<file path="src/rtl/rggen_bit_field_access_initiator_if.sv">
// rggen_bit_field_if
//   Bit-field access bus shared between an access initiator (master) and a
//   bit-field register (slave).
//   valid      : one-cycle access strobe
//   read_mask  : bits being read during the access
//   write_mask : bits to be updated during the access
//   write_data : new value for the bits selected by write_mask
//   read_data  : current field value returned by the slave
interface rggen_bit_field_if #(
  parameter int WIDTH = 8
);
  logic             valid;
  logic [WIDTH-1:0] read_mask;
  logic [WIDTH-1:0] write_mask;
  logic [WIDTH-1:0] write_data;
  logic [WIDTH-1:0] read_data;

  modport master (
    output valid,
    output read_mask,
    output write_mask,
    output write_data,
    input  read_data
  );

  modport slave (
    input  valid,
    input  read_mask,
    input  write_mask,
    input  write_data,
    output read_data
  );
endinterface

</file>
<file path="src/rtl/rggen_bit_field_access_initiator.sv">
// rggen_bit_field_access_initiator
//   Turns a valid/ready command (read, write, set-bits, clear-bits) into a
//   single-cycle access on a bit-field bus and returns the pre-access field
//   value through a valid/ready response channel.
//   Ports:
//     i_clk, i_rst                 : clock, asynchronous active-high reset
//     i_cmd_valid / o_cmd_ready    : command handshake
//     i_cmd_op                     : 00 read, 01 write, 10 set-bits, 11 clear-bits
//     i_cmd_data, i_cmd_mask       : write data and bit-enable mask
//     o_rsp_valid / i_rsp_ready    : response handshake
//     o_rsp_data                   : field value seen during the access
//     o_busy                       : high whenever a command is in flight
//     bit_field_if                 : master side of the bit-field bus
module rggen_bit_field_access_initiator #(
  parameter int WIDTH = 8
) (
  input  logic             i_clk,
  input  logic             i_rst,
  input  logic             i_cmd_valid,
  output logic             o_cmd_ready,
  input  logic [1:0]       i_cmd_op,
  input  logic [WIDTH-1:0] i_cmd_data,
  input  logic [WIDTH-1:0] i_cmd_mask,
  output logic             o_rsp_valid,
  input  logic             i_rsp_ready,
  output logic [WIDTH-1:0] o_rsp_data,
  output logic             o_busy,
  rggen_bit_field_if.master bit_field_if
);

  localparam logic [1:0] OP_READ  = 2'b00;
  localparam logic [1:0] OP_WRITE = 2'b01;
  localparam logic [1:0] OP_SET   = 2'b10;
  localparam logic [1:0] OP_CLEAR = 2'b11;

  typedef enum logic [1:0] {
    IDLE   = 2'b00,
    ACCESS = 2'b01,
    RESP   = 2'b10
  } state_t;

  state_t           state_reg;
  state_t           state_next;
  logic [1:0]       op_reg;
  logic [WIDTH-1:0] data_reg;
  logic [WIDTH-1:0] mask_reg;
  logic [WIDTH-1:0] rsp_data_reg;

  logic             cmd_ready;
  logic             rsp_valid;
  logic             busy;
  logic             bf_valid;
  logic [WIDTH-1:0] bf_read_mask;
  logic [WIDTH-1:0] bf_write_mask;
  logic [WIDTH-1:0] bf_write_data;

  // Command fields are only captured on an IDLE handshake, so changes on
  // i_cmd_* while a command is in flight have no effect.
  always_ff @(posedge i_clk or posedge i_rst) begin
    if (i_rst) begin
      state_reg    <= IDLE;
      op_reg       <= OP_READ;
      data_reg     <= '0;
      mask_reg     <= '0;
      rsp_data_reg <= '0;
    end else begin
      state_reg <= state_next;
      if ((state_reg == IDLE) && i_cmd_valid) begin
        op_reg   <= i_cmd_op;
        data_reg <= i_cmd_data;
        mask_reg <= i_cmd_mask;
      end
      // The slave updates the field at this same edge, so read_data here is
      // still the pre-write value.
      if (state_reg == ACCESS) begin
        rsp_data_reg <= bit_field_if.read_data;
      end
    end
  end

  always_comb begin
    state_next    = state_reg;
    cmd_ready     = 1'b0;
    rsp_valid     = 1'b0;
    busy          = 1'b1;
    bf_valid      = 1'b0;
    bf_read_mask  = '0;
    bf_write_mask = '0;
    bf_write_data = '0;
    case (state_reg)
      IDLE: begin
        cmd_ready = 1'b1;
        busy      = 1'b0;
        if (i_cmd_valid) begin
          state_next = ACCESS;
        end
      end
      ACCESS: begin
        bf_valid     = 1'b1;
        bf_read_mask = '1;
        case (op_reg)
          OP_READ: begin
            bf_write_mask = '0;
          end
          OP_WRITE: begin
            bf_write_mask = mask_reg;
            bf_write_data = data_reg;
          end
          OP_SET: begin
            bf_write_mask = mask_reg;
            bf_write_data = '1;
          end
          OP_CLEAR: begin
            bf_write_mask = mask_reg;
            bf_write_data = '0;
          end
          default: begin
            bf_write_mask = '0;
          end
        endcase
        state_next = RESP;
      end
      RESP: begin
        rsp_valid = 1'b1;
        if (i_rsp_ready) begin
          state_next = IDLE;
        end
      end
      default: begin
        state_next = IDLE;
      end
    endcase
  end

  assign o_cmd_ready             = cmd_ready;
  assign o_rsp_valid             = rsp_valid;
  assign o_rsp_data              = rsp_data_reg;
  assign o_busy                  = busy;
  assign bit_field_if.valid      = bf_valid;
  assign bit_field_if.read_mask  = bf_read_mask;
  assign bit_field_if.write_mask = bf_write_mask;
  assign bit_field_if.write_data = bf_write_data;

endmodule

</file>
<file path="src/flat_wrapper.sv">
// flat-port wrapper written by rule: the top's interface ports become plain ports
module rggen_bit_field_access_initiator_flat 
#(
  parameter int WIDTH = 8
)
  (i_clk, i_rst, i_cmd_valid, o_cmd_ready, i_cmd_op, i_cmd_data, i_cmd_mask, o_rsp_valid, i_rsp_ready, o_rsp_data, o_busy, bit_field_if_valid, bit_field_if_read_mask, bit_field_if_write_mask, bit_field_if_write_data, bit_field_if_read_data);
  rggen_bit_field_if #(.WIDTH(WIDTH)) bit_field_if_i ();
  input  logic i_clk;
  input  logic i_rst;
  input  logic i_cmd_valid;
  output logic o_cmd_ready;
  input  logic [1:0] i_cmd_op;
  input  logic [WIDTH-1:0] i_cmd_data;
  input  logic [WIDTH-1:0] i_cmd_mask;
  output logic o_rsp_valid;
  input  logic i_rsp_ready;
  output logic [WIDTH-1:0] o_rsp_data;
  output logic o_busy;
  output wire logic [$bits(bit_field_if_i.valid)-1:0] bit_field_if_valid;
  output wire logic [$bits(bit_field_if_i.read_mask)-1:0] bit_field_if_read_mask;
  output wire logic [$bits(bit_field_if_i.write_mask)-1:0] bit_field_if_write_mask;
  output wire logic [$bits(bit_field_if_i.write_data)-1:0] bit_field_if_write_data;
  input wire logic [$bits(bit_field_if_i.read_data)-1:0] bit_field_if_read_data;
  assign bit_field_if_valid = bit_field_if_i.valid;
  assign bit_field_if_read_mask = bit_field_if_i.read_mask;
  assign bit_field_if_write_mask = bit_field_if_i.write_mask;
  assign bit_field_if_write_data = bit_field_if_i.write_data;
  assign bit_field_if_i.read_data = bit_field_if_read_data;
  rggen_bit_field_access_initiator #(.WIDTH(WIDTH)) u_core (.i_clk(i_clk), .i_rst(i_rst), .i_cmd_valid(i_cmd_valid), .o_cmd_ready(o_cmd_ready), .i_cmd_op(i_cmd_op), .i_cmd_data(i_cmd_data), .i_cmd_mask(i_cmd_mask), .o_rsp_valid(o_rsp_valid), .i_rsp_ready(i_rsp_ready), .o_rsp_data(o_rsp_data), .o_busy(o_busy), .bit_field_if(bit_field_if_i));
endmodule
</file>
<file path="config.mk">
export PLATFORM = sky130hd
export DESIGN_NAME = rggen_bit_field_access_initiator_flat
export DESIGN_NICKNAME = d
export VERILOG_FILES = /design/src/rtl/rggen_bit_field_access_initiator_if.sv /design/src/rtl/rggen_bit_field_access_initiator.sv /design/src/flat_wrapper.sv
export SDC_FILE = /design/constraint.sdc
export NUM_CORES = 1
export LEC_CHECK = 0
export BUFFER_PORTS_ARGS = -buffer_cell sky130_fd_sc_hd__buf_2
export CAP_MARGIN = 20
export CORE_ASPECT_RATIO = 1.5
export CORE_MARGIN = 5
export CORE_UTILIZATION = 42
export CTS_BUF_LIST = sky130_fd_sc_hd__clkbuf_4
export DETAILED_ROUTE_END_ITERATION = 7
export PLACE_DENSITY = 0.77
export SKIP_CTS_REPAIR_TIMING = 1
export SLEW_MARGIN = 20
export SYNTH_ARGS = -nofsm -noshare
export SYNTH_HDL_FRONTEND = slang
export SYNTH_SLANG_ARGS = --single-unit
</file>
<file path="constraint.sdc">
create_clock -name i_clk -period 1.3 [get_ports i_clk]
set_input_delay 0.13 -clock i_clk [delete_from_list [all_inputs] [get_ports i_clk]]
set_output_delay 0.13 -clock i_clk [all_outputs]
set_load 0.005 [all_outputs]
</file>
# After elaboration in Yosys (flattened, before gate mapping)
# Cells that the tools add are included.
word_totals:
  regBits: 28
  latchBits: 0
  ramBits: 0
  romBits: 0
  inputBits: 30
  output_inout_bits: 36
  wordCells: 29
  memories: 0
op_classes:
  addsub: 0
  n_mul: 0
  div_mod_pow: 0
  n_lt_le_gt_ge: 0
  eq_ne: 7
  shifts: 0
  mux: 12
  bitwise_logic: 0
  reduce_logical: 5
op_table:
  columns: ["operator", "count"]
  rows:
  - ["8-bit one-hot mux with 2 select lines", 2]
  - ["8-bit two-way mux", 3]
  - ["2-bit equality test (second input constant)", 3]
  - ["2-bit one-hot mux with 3 select lines", 1]
  - ["2-bit by 1-bit equality test with 1-bit output (second input constant)", 2]
  - ["2-bit zero test", 2]
  - ["1-bit two-way mux", 4]
  - ["2-bit two-way mux", 2]
  - ["2-bit inequality test (second input constant)", 2]
  - ["3-bit OR reduction", 1]
  - ["2-bit AND reduction", 1]
  - ["1-bit logical AND", 1]

# Logic depth before layout (Yosys ltp)
# Gate-level depths: netlist of run 1.
logic_depth:
  word_depth: 4
  mapped_depth: 5
  ltp_nobuf: 4

# Least setup slack after synthesis of run 1
# Ideal clock, no wire load.
synth_path:
  path_type: "flip-flop to flip-flop"
  startpoint: "register u_core.state_reg[1]"
  endpoint: "register u_core.data_reg[0]"
  setup_ns: 0.125
  arrival_ns: 1.203
  required_ns: 1.175
  path_slack_ns: -0.028
  path_stages_with_launch: 5
  n_path_buf: 2
  period_less_slack_ns: 1.328
  path_cell_list: "dfrtp_1 -> nor3b_2 -> buf_6 -> buf_6 -> mux2_2"
synth_between:
  elab_chain_cells: 2
synth_lines:
  columns: ["item", "line", "source"]
  rows:
  - ["start: declaration", "rggen_bit_field_access_initiator.sv:42", "state_t state_reg;"]
  - ["start signal: assignment", "rggen_bit_field_access_initiator.sv:67", "state_reg <= state_next;"]
  - ["2-bit zero test", "rggen_bit_field_access_initiator.sv:68", "if ((state_reg == IDLE) && i_cmd_valid) begin"]
  - ["1-bit logical AND", "rggen_bit_field_access_initiator.sv:68", null]
  - ["end signal: assignment", "rggen_bit_field_access_initiator.sv:70", "data_reg <= i_cmd_data;"]
  - ["end: declaration", "rggen_bit_field_access_initiator.sv:45", "logic [WIDTH-1:0] data_reg;"]
# Every way passes these cells.
# A chain may end at the register's enable or synchronous reset.

# Worst setup path in the final report of run 1
layout_path:
  startpoint: "register u_core.op_reg[0]"
  endpoint: "output bit_field_if_write_data[5]"
layout_between:
  elab_chain_cells: 3
  word_cells_on_any_way: 4
  cone_classes: "2 x eq/ne; 2 x mux"
layout_lines:
  columns: ["item", "line", "source"]
  rows:
  - ["start: declaration", "rggen_bit_field_access_initiator.sv:44", "logic [1:0] op_reg;"]
  - ["start signal: assignment", "rggen_bit_field_access_initiator.sv:69", "op_reg <= i_cmd_op;"]
  - ["2-bit equality test or 2-bit by 1-bit equality test with 1-bit output (tied branches)", "rggen_bit_field_access_initiator.sv:101", "case (op_reg)"]
  - ["8-bit one-hot mux with 2 select lines (*)", "rggen_bit_field_access_initiator.sv:101", null]
  - ["8-bit two-way mux (*)", "rggen_bit_field_access_initiator.sv:90", "case (state_reg)"]
  - ["end: declaration", "flat_wrapper.sv:22", "output wire logic [$bits(bit_field_if_i.write_data)-1:0] bit_field_if_write_data;"]
# Mark *: on every way between the ends. The rest lies on a longest branch, timed or not.

==> impl_metrics.json, run 1 <==
{
  "synth-async-reset-ratio_pct": 100,
  "rows": 25,
  "synthXorXnorAreaFrac_pct": 0,
  "critPathMaxStageDelay_ns": 0.43,
  "startpoint_type": "flip-flop",
  "track_usage_pct": 12.9,
  "clk-insertion-delay-late_ns": 0.32,
  "syn_avg_cell_area_sq_um": 12.5,
  "tritonroute_pass_1_iters": 3,
  "peakVddDrop_mv": 1.38,
  "drt-total-wl_microns": 3370,
  "floorplan.initialDensity_pct": 42.7,
  "setup_viol": 46,
  "detailroute.via_count": 1075,
  "crit_type": "flip-flop to output pin",
  "outcome": "finished with violations",
  "filler_cell_count": 233,
  "mappedNetlistArea_sq_mm": 0.00132,
  "synthCells": 106,
  "final_common_cell": "sky130_fd_sc_hd__buf_2",
  "synth_enable_flop_cells": 0,
  "fin_nets": 218,
  "stdcell_count": 224,
  "combinational_family_with_the_most_area_after_synthesis": "multiplexers",
  "cpLargestDelayFamily": "flip-flops",
  "cts_root_buffer": "sky130_fd_sc_hd__clkbuf_4",
  "final_layout_size_suffix_gt1_share_pct": 78.3,
  "design_area_sq_mm": 0.00212,
  "critical_path.max_fanout": 6,
  "die-width_microns": 55.8,
  "synth-simple-area-share_pct": 9.56,
  "worst_clock_skew_ns": 0.0145,
  "violations": "negative setup slack",
  "hold_class": "primary input to flip-flop",
  "viasPerCell": 4.80,
  "cts_tree": "done",
  "grt_first_pass_wirelength_microns": 4550,
  "synth_seq_cells": 28,
  "synth-compound-area-share_pct": 3.60,
  "cp.buffers_inverters": 3,
  "cts_max_level": 1,
  "clock_path_buffers": 2,
  "synth_fp_nets": 139,
  "grt_max_degree": 29,
  "crit_path_end_kind": "output pin",
  "clock_sink_count": 28,
  "most-common-layout-cells": "sky130_fd_sc_hd__buf_2, sky130_fd_sc_hd__dfrtp_1, sky130_fd_sc_hd__mux2_4, sky130_fd_sc_hd__buf_6, sky130_fd_sc_hd__buf_4",
  "place_congestion": 0.757,
  "preCtsSetupSlack_ns": -0.128,
  "path_cells": "inv_2 -> ha_4 -> nand3b_1 -> buf_6 -> nor2_4 -> buf_2",
  "path_clk_slew_ns": 0.15,
  "slew_viol_final": 0,
  "crit_path_top_delay_cell": "sky130_fd_sc_hd__dfrtp_1",
  "timing.final.ws_setup_ns": -0.427,
  "core-area_sq_mm": 0.00310,
  "final.setup.tns_ns": -8.00,
  "initial_antenna_violation_count": 0,
  "buffer_ports.inserted": 65,
  "synth-adder-area-share_pct": 2.84,
  "drt-initial-drc-count": 38,
  "critical_path_arrival_ns": 1.60,
  "headroom_to_the_max_slew_limit_pct": 76.2,
  "overflow": 0,
  "hold_viol_final": 0,
  "worst_pin_slew_ns": 0.357,
  "post_synth_mux_area_share_pct": 22.2,
  "period_share_pct": 133,
  "ioPinCount": 66,
  "cts_inserted_buffers": 3,
  "cp.required_ns": 1.17,
  "power_per_cell_area_mw_per_mm2": 2230,
  "netlist-cell-type-count": 16,
  "flow.area_growth_from_synthesis_pct": 60.2,
  "synth_sequential_area_ratio_pct": 53.0,
  "synth_top_flop_cell": "sky130_fd_sc_hd__dfrtp_1",
  "synth-warning-count": 0,
  "route.detailed.drc": 0,
  "detailed_place.area_sq_mm": 0.00167,
  "p_leak_nw": 1.08,
  "fin_crit_ns": 1.73,
  "floorplan.die_area_sq_mm": 0.00439,
  "antenna_violating_nets_left": 0,
  "numPlacedInstances": 206,
  "grt_pass1_vias": 1062,
  "detailedPlacementHpwl_microns": 2230,
  "post_drt_wl_per_cell_microns": 15.0,
  "fp.dieH_microns": 78.7,
  "maxCapViolCount": 0,
  "maxClockFrequency_mhz": 579,
  "num_antenna_cells": 0,
  "rsz_0062_raised_after_global_routing": "true"
}
-- layout make-up --
cell class | count | area [sq um] | area share, %
clock buffers | 3 | 22.5 | 1.06
clock inverters | 1 | 3.75 | 0.177
well taps | 40 | 50.0 | 2.36
repair buffers | 87 | 591 | 27.9
flip-flops and latches | 28 | 703 | 33.2
multi-input cells | 60 | 728 | 34.4
inverters | 5 | 18.8 | 0.887
-- per-stage QoR --
stage               util, %  hold WS [ns]  power (mW)
floorplan                 -         0.195        2.67
global placement       54.0         0.199        3.19
detailed placement     54.0         0.222        3.28
CTS                    54.8        -0.154        3.64
global route           68.4      0.000413        5.02
finish                 68.4        0.0227        4.72
-- per-layer routing --
metal / track usage (%) / vias up / wire, microns
li1: - / 501 / -
met1: 13.0 / 519 / 1170
met2: 24.4 / 51 / 1840
met3: 4.88 / 4 / 329
met4: 3.65 / 0 / 26
met5: 0 / - / 0
-- where the power goes --
group / leakage (nW) / internal [mW] / total, mW / switching (mW)
logic: 0.735 / 1.68 / 2.75 / 1.08
clock network: 0.0154 / 0.112 / 0.351 / 0.238
registers: 0.326 / 1.31 / 1.61 / 0.304
total: 1.08 / 3.10 / 4.72 / 1.62
-- synthesized netlist by cell type (2+ instances only) --
library cell	n	area share (%)
sky130_fd_sc_hd__nor2_1	8	2.3
sky130_fd_sc_hd__buf_6	2	1.7
sky130_fd_sc_hd__a21oi_1	8	3.0
sky130_fd_sc_hd__mux2_2	26	22
sky130_fd_sc_hd__buf_4	9	5.1
sky130_fd_sc_hd__dfrtp_1	28	53
sky130_fd_sc_hd__nor2b_1	2	0.95
sky130_fd_sc_hd__buf_1	2	0.57
sky130_fd_sc_hd__ha_1	3	2.8
sky130_fd_sc_hd__and2_1	8	3.8
sky130_fd_sc_hd__inv_1	5	1.4
-- worst paths after layout --
kind / from / endpoint / slack, ns / depth (start not counted)
max in group asynchronous: i_rst / u_core.state_reg[0] / 0.61 / 4
worst min register to register: u_core.o_rsp_data[0] / u_core.o_rsp_data[0] / 0.52 / 1
worst min-delay path: i_cmd_mask[1] / u_core.mask_reg[1] / 0.02 / 2
worst max register to register: u_core.state_reg[1] / u_core.op_reg[0] / -0.13 / 3
min in group asynchronous: i_rst / u_core.data_reg[0] / 0.40 / 4
worst max-delay path: u_core.op_reg[0] / bit_field_if_write_data[5] / -0.43 / 6
-- cell families after synthesis --
kind of cell / Yosys count
DFF: 28
muxes: 26
and+or+nand+nor: 22
buffers and inverters: 18
AOI/OAI and AO/OA: 9
adders and majority gates: 3
Power figures use the tool's default switching activity.
==> run 2, diff against run 1 <==
==> constraint.sdc (replaced) <==
create_clock -name i_clk -period 1.3 [get_ports i_clk]
set_input_delay 0.26 -clock i_clk [delete_from_list [all_inputs] [get_ports i_clk]]
set_output_delay 0.26 -clock i_clk [all_outputs]
set_load 0.005 [all_outputs]
==> impl_metrics.json, run 2 (synthesis results as in run 1) <==
{
  "cts_tree": "done",
  "flow.area_growth_from_synthesis_pct": 48.9,
  "path_clk_slew_ns": 0.13,
  "final_layout_size_suffix_gt1_share_pct": 77.5,
  "core-area_sq_mm": 0.00310,
  "critical_path.max_fanout": 8,
  "crit_type": "flip-flop to output pin",
  "clk-insertion-delay-late_ns": 0.31,
  "violations": "negative setup slack",
  "most-common-layout-cells": "sky130_fd_sc_hd__buf_2, sky130_fd_sc_hd__dfrtp_1, sky130_fd_sc_hd__mux2_4, sky130_fd_sc_hd__mux2_2",
  "ioPinCount": 66,
  "num_antenna_cells": 0,
  "headroom_to_the_max_slew_limit_pct": 76.8,
  "fin_nets": 208,
  "timing.final.ws_setup_ns": -0.478,
  "startpoint_type": "flip-flop",
  "buffer_ports.inserted": 65,
  "detailedPlacementHpwl_microns": 2250,
  "drt-initial-drc-count": 9,
  "maxCapViolCount": 0,
  "worst_pin_slew_ns": 0.348,
  "path_cells": "inv_2 -> ha_4 -> nor3b_2 -> buf_4 -> and2_1 -> buf_2",
  "rsz_0062_raised_after_global_routing": "true",
  "tritonroute_pass_1_iters": 4,
  "grt_pass1_vias": 1112,
  "drt-total-wl_microns": 3140,
  "floorplan.initialDensity_pct": 42.7,
  "cts_root_buffer": "sky130_fd_sc_hd__clkbuf_4",
  "detailroute.via_count": 1028,
  "critPathMaxStageDelay_ns": 0.40,
  "crit_path_end_kind": "output pin",
  "viasPerCell": 4.83,
  "fp.dieH_microns": 78.7,
  "setup_viol": 52,
  "cts_max_level": 1,
  "clock_sink_count": 28,
  "power_per_cell_area_mw_per_mm2": 2230,
  "track_usage_pct": 13.6,
  "maxClockFrequency_mhz": 562,
  "p_leak_nw": 0.997,
  "numPlacedInstances": 209,
  "antenna_violating_nets_left": 0,
  "grt_max_degree": 29,
  "hold_viol_final": 0,
  "initial_antenna_violation_count": 0,
  "crit_path_top_delay_cell": "sky130_fd_sc_hd__dfrtp_1",
  "rows": 25,
  "route.detailed.drc": 0,
  "cts_inserted_buffers": 3,
  "outcome": "finished with violations",
  "hold_class": "primary input to flip-flop",
  "slew_viol_final": 0,
  "critical_path_arrival_ns": 1.52,
  "worst_clock_skew_ns": 0.00296,
  "post_drt_wl_per_cell_microns": 14.7,
  "die-width_microns": 55.8,
  "clock_path_buffers": 2,
  "floorplan.die_area_sq_mm": 0.00439,
  "fin_util_pct": 63.5,
  "total_power_mw": 4.38,
  "overflow": 0,
  "cpLargestDelayFamily": "flip-flops",
  "grt_first_pass_wirelength_microns": 4840,
  "fin_crit_ns": 1.78,
  "final_common_cell": "sky130_fd_sc_hd__buf_2",
  "cp.required_ns": 1.04,
  "period_share_pct": 137,
  "place_congestion": 0.732,
  "cp.buffers_inverters": 3,
  "peakVddDrop_mv": 1.32,
  "stdcell_count": 213
}
## run 2: power breakdown
part / leakage (nW) / internal, mW / switching (mW) / total, mW
combinational: 0.655 / 1.44 / 1.02 / 2.46
clock: 0.0138 / 0.108 / 0.224 / 0.333
sequential: 0.328 / 1.31 / 0.280 / 1.59
## run 2: final cells by class
type                       instances  area (sq um)
clock buffer                       3          22.5
fill                             239          1130
inverter                           5          18.8
multi-input combinational         60           698
sequential                        28           702
tap                               40          50.0
timing repair buffer              77           475
## run 2: routing by layer
metal | share of wire, % | GRT usage [%] | wire length (microns)
met1 | 36 | 14.2 | 1130
met2 | 51 | 25.1 | 1610
met5 | 0 | 0 | 0
met3 | 11 | 4.88 | 352
met4 | 1.3 | 4.38 | 42
## run 2: metrics by stage
step	hold WS (ns)	setup slack, ns	area (sq um)	TNS [ns]
final	0.166	-0.478	1970	-11.16
after global routing	0.139	-0.580	1970	-15.50
after CTS	-0.0168	-0.500	1720	-12.32
after detailed placement	0.339	-0.127	1700	-2.57
after global placement	0.329	-0.0845	1700	-1.39
after floorplan	0.325	-0.0263	1330	-0.237
## run 2: worst paths after layout
check | from | to | slack, ns | cells past startpoint
worst max-delay path | u_core.op_reg[0] | bit_field_if_write_mask[1] | -0.48 | 6
worst min-delay path | i_cmd_mask[2] | u_core.mask_reg[2] | 0.17 | 2
worst max register to register | u_core.state_reg[0] | u_core.op_reg[1] | -0.06 | 3
worst min register to register | u_core.o_rsp_data[5] | u_core.o_rsp_data[5] | 0.52 | 1
max in group asynchronous | i_rst | u_core.state_reg[1] | 0.48 | 4
min in group asynchronous | i_rst | u_core.o_rsp_data[1] | 0.54 | 4
